### config.mk
export PLATFORM = sky130hd
export DESIGN_NAME = block_stream_gen
export DESIGN_NICKNAME = d
export VERILOG_FILES = /design/src/rtl/block_pkg.sv /design/src/rtl/block_token_rom.sv /design/src/rtl/block_stream_gen.sv
export SDC_FILE = /design/constraint.sdc
export NUM_CORES = 1
export LEC_CHECK = 0
export ABC_AREA = 1
export CELL_PAD_IN_SITES_DETAIL_PLACEMENT = 1
export CELL_PAD_IN_SITES_GLOBAL_PLACEMENT = 2
export CORE_MARGIN = 4
export CORE_UTILIZATION = 30
export DETAILED_ROUTE_END_ITERATION = 8
export PLACE_DENSITY_LB_ADDON = 0.1
export SKIP_CTS_REPAIR_TIMING = 1
export SLEW_MARGIN = 20
export SYNTH_ARGS = -nofsm -noshare
export SYNTH_HDL_FRONTEND = slang
export SYNTH_HIERARCHICAL = 1
export SYNTH_SLANG_ARGS = --single-unit
export TNS_END_PERCENT = 5
### constraint.sdc
create_clock -name clk -period 5.2 [get_ports clk]
set_input_delay 1.04 -clock clk [delete_from_list [all_inputs] [get_ports clk]]
set_output_delay 1.04 -clock clk [all_outputs]
set_load 0.05 [all_outputs]
### src/rtl/block_pkg.sv
// block_pkg: shared encodings, ASCII constants and token helpers for block stream generation
package block_pkg;
  localparam logic [1:0] CMD_BEGIN = 2'd0;
  localparam logic [1:0] CMD_END   = 2'd1;
  localparam logic [1:0] CMD_WORD  = 2'd2;
  localparam logic [7:0] ASCII_SP  = 8'h20;
  localparam logic [7:0] ASCII_B   = 8'h62;
  localparam logic [7:0] ASCII_E   = 8'h65;
  localparam logic [7:0] ASCII_G   = 8'h67;
  localparam logic [7:0] ASCII_I   = 8'h69;
  localparam logic [7:0] ASCII_N   = 8'h6e;
  localparam logic [7:0] ASCII_D   = 8'h64;
  localparam logic [7:0] ASCII_X   = 8'h78;
  localparam logic [7:0] CASE_OFS  = 8'h20;
  localparam logic [2:0] LEN_BEGIN = 3'd5;
  localparam logic [2:0] LEN_END   = 3'd3;
  localparam logic [2:0] LEN_WORD  = 3'd1;
  typedef enum logic {IDLE, EMIT} state_t;
  function automatic logic [1:0] norm_cmd(input logic [1:0] c);
    return (c == 2'd3) ? CMD_WORD : c;
  endfunction
  function automatic logic [2:0] tok_last(input logic [1:0] t);
    return (t == CMD_BEGIN) ? LEN_BEGIN - 3'd1 : (t == CMD_END) ? LEN_END - 3'd1 : LEN_WORD - 3'd1;
  endfunction
endpackage

### src/rtl/block_token_rom.sv
// block_token_rom: (token, index, case) -> ASCII character; spaces past the end of the token
module block_token_rom
  import block_pkg::*;
(
  input  logic [1:0] tok,
  input  logic [2:0] idx,
  input  logic       upper,
  output logic [7:0] ch
);
  logic [7:0] lc;
  always_comb begin
    lc = ASCII_SP;
    case (tok)
      CMD_BEGIN: lc = (idx == 3'd0) ? ASCII_B : (idx == 3'd1) ? ASCII_E : (idx == 3'd2) ? ASCII_G :
                      (idx == 3'd3) ? ASCII_I : (idx == 3'd4) ? ASCII_N : ASCII_SP;
      CMD_END:   lc = (idx == 3'd0) ? ASCII_E : (idx == 3'd1) ? ASCII_N : (idx == 3'd2) ? ASCII_D : ASCII_SP;
      default:   lc = (idx == 3'd0) ? ASCII_X : ASCII_SP;
    endcase
    ch = (upper && lc != ASCII_SP) ? lc - CASE_OFS : lc;
  end
endmodule

### src/rtl/block_stream_gen.sv
// block_stream_gen: turns BEGIN/END/WORD commands into a space-separated ASCII keyword stream and tracks nesting depth
module block_stream_gen
  import block_pkg::*;
#(
  parameter int DEPTH_W = 32
) (
  input  logic               clk,
  input  logic               reset,
  input  logic               cmd_valid,
  input  logic [1:0]         cmd,
  input  logic               upper,
  output logic               cmd_ready,
  output logic [7:0]         out,
  output logic [DEPTH_W-1:0] depth,
  output logic               underflow,
  output logic               balanced
);
  state_t     state, n_state;
  logic [2:0] idx, n_idx;
  logic [1:0] tok, n_tok;
  logic       up, n_up, accept, done;
  logic [7:0] ch;
  always_comb begin
    accept  = (state == IDLE) && cmd_valid;
    done    = (state == EMIT) && (idx == tok_last(tok));
    n_tok   = accept ? norm_cmd(cmd) : tok;
    n_up    = accept ? upper : up;
    n_state = accept ? EMIT : done ? IDLE : state;
    n_idx   = accept ? 3'd0 : (state == EMIT && !done) ? idx + 3'd1 : idx;
  end
  // the ROM looks at next-state token/index so the output byte lands registered
  block_token_rom u_rom (.tok(n_tok), .idx(n_idx), .upper(n_up), .ch(ch));
  always_ff @(posedge clk) begin
    if (reset) begin
      state     <= IDLE;
      idx       <= 3'd0;
      tok       <= CMD_WORD;
      up        <= 1'b0;
      out       <= ASCII_SP;
      depth     <= '0;
      underflow <= 1'b0;
    end else begin
      state <= n_state;
      idx   <= n_idx;
      tok   <= n_tok;
      up    <= n_up;
      out   <= (n_state == EMIT) ? ch : ASCII_SP;
      if (done && tok == CMD_BEGIN && depth != '1) depth <= depth + DEPTH_W'(1);
      if (done && tok == CMD_END) begin
        if (depth != '0) depth <= depth - DEPTH_W'(1);
        else underflow <= 1'b1;
      end
    end
  end
  assign cmd_ready = (state == IDLE);
  assign balanced  = (depth == '0) && !underflow;
endmodule

# Yosys cells after proc, flatten, opt, wreduce, memory -nomap -nowiden
# Cells that the tools add are included.
[classes]
add_sub_neg = 4
multipliers = 0
div_mod_pow = 0
magnitude_cmp = 0
n_eq_ne = 10
shifts = 0
mux = 23
bitwise_logic = 3
n_reduce_logical = 17
[ops]
columns = ["cell", "n"]
rows = [
  ["2-to-1 mux 32 bit", 3],
  ["2-to-1 mux 8 bit", 7],
  ["adder 32 x 1 -> 32 bit, second input constant", 1],
  ["logical NOT 32 bit", 1],
  ["!= test 32 bit, second input constant", 1],
  ["nonzero test 32 bit", 1],
  ["subtractor 32 x 1 -> 32 bit, second input constant", 1],
  ["2-to-1 mux 7 bit", 3],
  ["case mux 8 bit (2 select lines)", 1],
  ["2-to-1 mux 3 bit", 3],
  ["logical AND 1 bit", 8],
  ["!= test 8 x 6 -> 1 bit, second input constant", 1],
  ["subtractor 8 x 6 -> 8 bit, second input constant", 1],
  ["== test 3 x 2 -> 1 bit, second input constant", 2],
  ["2-to-1 mux 2 bit", 3],
  ["== test 2 x 1 -> 1 bit, second input constant", 2],
  ["logical NOT 2 bit", 2],
  ["adder 3 x 1 -> 3 bit, second input constant", 1],
  ["== test 3 x 1 -> 1 bit, second input constant", 1],
  ["== test 3 bit", 1],
  ["== test 3 bit, second input constant", 1],
  ["logical NOT 3 bit", 1],
  ["2-to-1 mux 1 bit", 3],
  ["NOT 1 bit", 3],
  ["other kinds (4)", 5],
]
[word_totals]
ff_bits = 48
latchBits = 0
ram_bits = 0
rom_bits = 0
inputBits = 6
wordCells = 64
n_memories = 0

# Longest topological paths before layout
[logic_depth]
depth_word = 19
mapped_depth = 18
depth_no_buf = 18

# Hierarchy
# Netlist, hierarchy kept.
[by_module_without_submodules]
columns = ["module", "instances", "cells_each", "area_per_inst_um2"]
rows = [
  ["block_stream_gen", 1, 742, 4319.1],
  ["block_token_rom", 1, 30, 151.4],
]

# Worst setup path after synthesis
# Ideal clock, no wire load.
[synth_path]
kind = "register -> output"
startpoint = "register depth[0]"
endpoint = "output port balanced"
arrival_ns = 2.263
required_time_ns = 4.160
path_slack_ns = 1.897
path_stages_with_launch = 7
n_path_buf = 0
cell_sequence = "dfxtp_1 -> inv_1 -> ha_1 -> nand3_1 -> nor3_1 -> nand3_1 -> nor3_1"
[synth_via]
elab_chain_cells = 2
[synth_lines]
columns = ["element", "line_no", "rtl"]
rows = [
  ["from (decl)", "block_stream_gen.sv:14", "output logic [DEPTH_W-1:0] depth,"],
  ["from (signal assigned)", "block_stream_gen.sv:48", "if (done && tok == CMD_BEGIN && depth != '1) depth <= depth + DEPTH_W'(1);"],
  ["from (signal assigned)", "block_stream_gen.sv:50", "if (depth != '0) depth <= depth - DEPTH_W'(1);"],
  ["logical NOT 32 bit", "block_stream_gen.sv:56", "assign balanced = (depth == '0) && !underflow;"],
  ["logical AND 1 bit", "block_stream_gen.sv:56", ""],
  ["to (decl)", "block_stream_gen.sv:16", "output logic balanced"],
]
# Every way passes these cells.

# Final worst setup path
# Same ends and word-level chain as after synthesis.

==> out/results.txt <==
status -> completed
total number of vias -> 4748
leakage power -> 2.39 nW
Reg2Reg Launch Point -> depth[0]
Peak VDD IR -> 0.0000991 V
Slew headroom -> 31.3%
CTS tree -> yes
nets@finish -> 803
IO Pins -> 49
Syn Std Cell Area -> 0.00447 mm2
Worst path slowest cell -> clkdlybuf4s50_1
Crit Path Max Fanout -> 7
Area Overhead vs Synth -> 13.0%
final instance area -> 0.00505 mm2
fmax -> 268 MHz
TritonRoute pass-1 iters -> 4
worst hold path class -> register to register
Root Buffer -> clkbuf_16
final setup vio count -> 0
layout cell share with drive strength beyond 1 -> 8.44%
Post-Synth Adder-Cell Area -> 1.12%
Remaining DRCs -> 0
Least-Margin Pin Slew -> 1.03 ns
commonest non-fill, non-tap cell in the layout -> nand2_1
Post-Syn Nets -> 782
period utilization -> 71.7%
ant diodes -> 0
main combinational cell family by area after synthesis -> simple AND/OR/NAND/NOR gates
initial antenna violation count -> 0
Post-Synth Simple-Gate Area -> 49.5%
mux contribution to synthesized area -> 0%
synthesized instance count -> 772
maximum root-to-sink buffer count -> 2
max-capacitance violation count -> 0
Clk Latency, worst-skew pair -> 0.31 ns
Die Height -> 130 um
placed cell areas -> 0.00490 mm2
flops & latches, synth -> 48
final hold violations -> 0
CP Capture Type -> output pin
WHS -> 0.514 ns
xor/xnor share of the synthesized area -> 6.47%
GRT Max-Usage Layer -> met2
H-Tree Depth -> 2
Seq/Total Area, Yosys -> 21.5%
cell accounting for the most synthesized area -> nand2_1
grt met1 use -> 28.2%
Critical Path Max Stage Delay -> 0.88 ns
routability cong. -> 0.869
first-pass GRT wire length -> 27500 um
worst path arrival time -> 2.69 ns
GRT Overall Usage -> 21.2%
Num CTS Buffers -> 5
core area -> 0.0146 mm2
clock skew -> 0.0113 ns
Synthesis Warnings -> 6
reg2reg end -> depth[31]
startpoint types -> register
hold path startpoint -> idx[0]
Pins Over Slew Limit -> 0
gr ovfl total -> 0
r2r setup slk -> 2.65 ns
Placement Rows -> 44
register area -> 961 um2
number of I/O port buffers -> 48
Synth Area in Compound Gates -> 7.53%
initial detailed-routing violation count -> 226
Die X -> 130 um
RSZ-0062 raised after global routing -> false
setup TNS -> 0 ns
Avg Vias per Cell -> 4.85
final WL -> 17200 um
most frequent cells in the layout -> nand2_1 (261), nor2_1 (131), inv_1 (79)
area of the multi-input gates -> 0.00289 mm2
Power Density -> 166 mW/mm2
Synth top area share -> 21.9%
HPWL Detailed -> 13400 um
top cells by area, synth -> nand2_1 (22%), dfxtp_1 (21%), nor2_1 (11%)
Crit Path Category -> register to output pin
Initial Utilization -> 30.6%
Synth cell types -> 38
post-route ant nets -> 0
crit-path cells -> inv_1 > ha_1 > nand3_1 > nor3_1 > nand3_1 > nor3_1 > clkdlybuf4s50_1
largest net degree at the start of global routing -> 41
hold path depth -> 2
Filler cells -> 1987
CP startpoint -> depth[0]
Num Clock Sinks -> 48
met2 Use GR -> 36.2%
vias in the first global route -> 4891
# placed instances -> 970
met3 usage -> 2.78%
Worst R2R Path Depth -> 12
Clock transition at path regs -> 0.08 ns
hold worst-path end -> idx[0]
final non-filler cell total -> 978
die area -> 0.0169 mm2
WL per Instance -> 17.6 um
post-route minimum period -> 3.73 ns
CP Data Required Time -> 4.16 ns
synthesized area per cell -> 5.79 um2
-- synthesized netlist by cell type, drive strengths merged --
library cell  number
a31oi              6
inv               86
a21oi             24
dfxtp             48
xor2              28
nand4              8
o2bb2ai            1
and3               1
nor4               1
or2                4
o21ai             16
ha                 4
and2               3
nor2             156
nand3b             2
xnor2              5
nand2            274
clkbuf             4
buf               32
o211ai             9
nand3             52
nor3               7
conb               1
-- per-layer routing --
layer	routed length, um	vias up
met5	0	-
li1	-	2417
met1	8130	2248
met3	575	15
met4	299	0
met2	8200	68
-- stage by stage --
step	total power [mW]	worst slack (ns)	utilization, %
2_1_floorplan	0.453	1.90	-
3_3_place_gp	0.482	1.86	33.6
3_5_place_dp	0.483	1.81	33.6
4_1_cts	0.853	1.47	34.6
5_1_grt	0.872	1.39	34.6
6_report	0.839	1.47	34.6
-- cell type report --
| type | count | area share [%] |
|---|---|---|
| multi-input combinational | 602 | 57.2 |
| sequential | 48 | 19.0 |
| timing repair buffer | 50 | 9.81 |
| inverter | 86 | 6.39 |
| tap | 184 | 4.56 |
| clock buffer | 7 | 2.82 |
| clock inverter | 1 | 0.149 |
-- state kept, by name, indices dropped and copies added, names as in the netlist --
name       cells
idx            3
depth         32
tok            2
underflow      1
up             1
state          1
out            8
-- power by group --
group	internal, mW	switching (mW)
clock	0.193	0.173
sequential	0.373	0.00364
combinational	0.0299	0.0662
total	0.596	0.242
-- worst max-delay path, delay by kind of cell, from the launching register on --
family,cells,cell delay [ns]
buffers and inverters,2,1.10
and+or+nand+nor,4,0.66
DFF,1,0.37
adders and majority gates,1,0.25
-- worst max path at each step --
stage / endpoint / slack [ns] / cells after the start
floorplan: balanced / 1.90 / 6
global placement: balanced / 1.86 / 7
detailed placement: balanced / 1.81 / 7
CTS: balanced / 1.47 / 7
global route: balanced / 1.39 / 7
finish: balanced / 1.47 / 7
-- cell families after synthesis --
| logic type | count (synthesis) |
|---|---|
| AO/OA/AOI/OAI | 56 |
| buffers and inverters | 122 |
| adder cells (fa/ha/maj) | 4 |
| AND/OR/NAND/NOR | 508 |
| flip-flops | 48 |
| other | 1 |
| XOR/XNOR | 33 |
(Power assumes the default switching activity.)
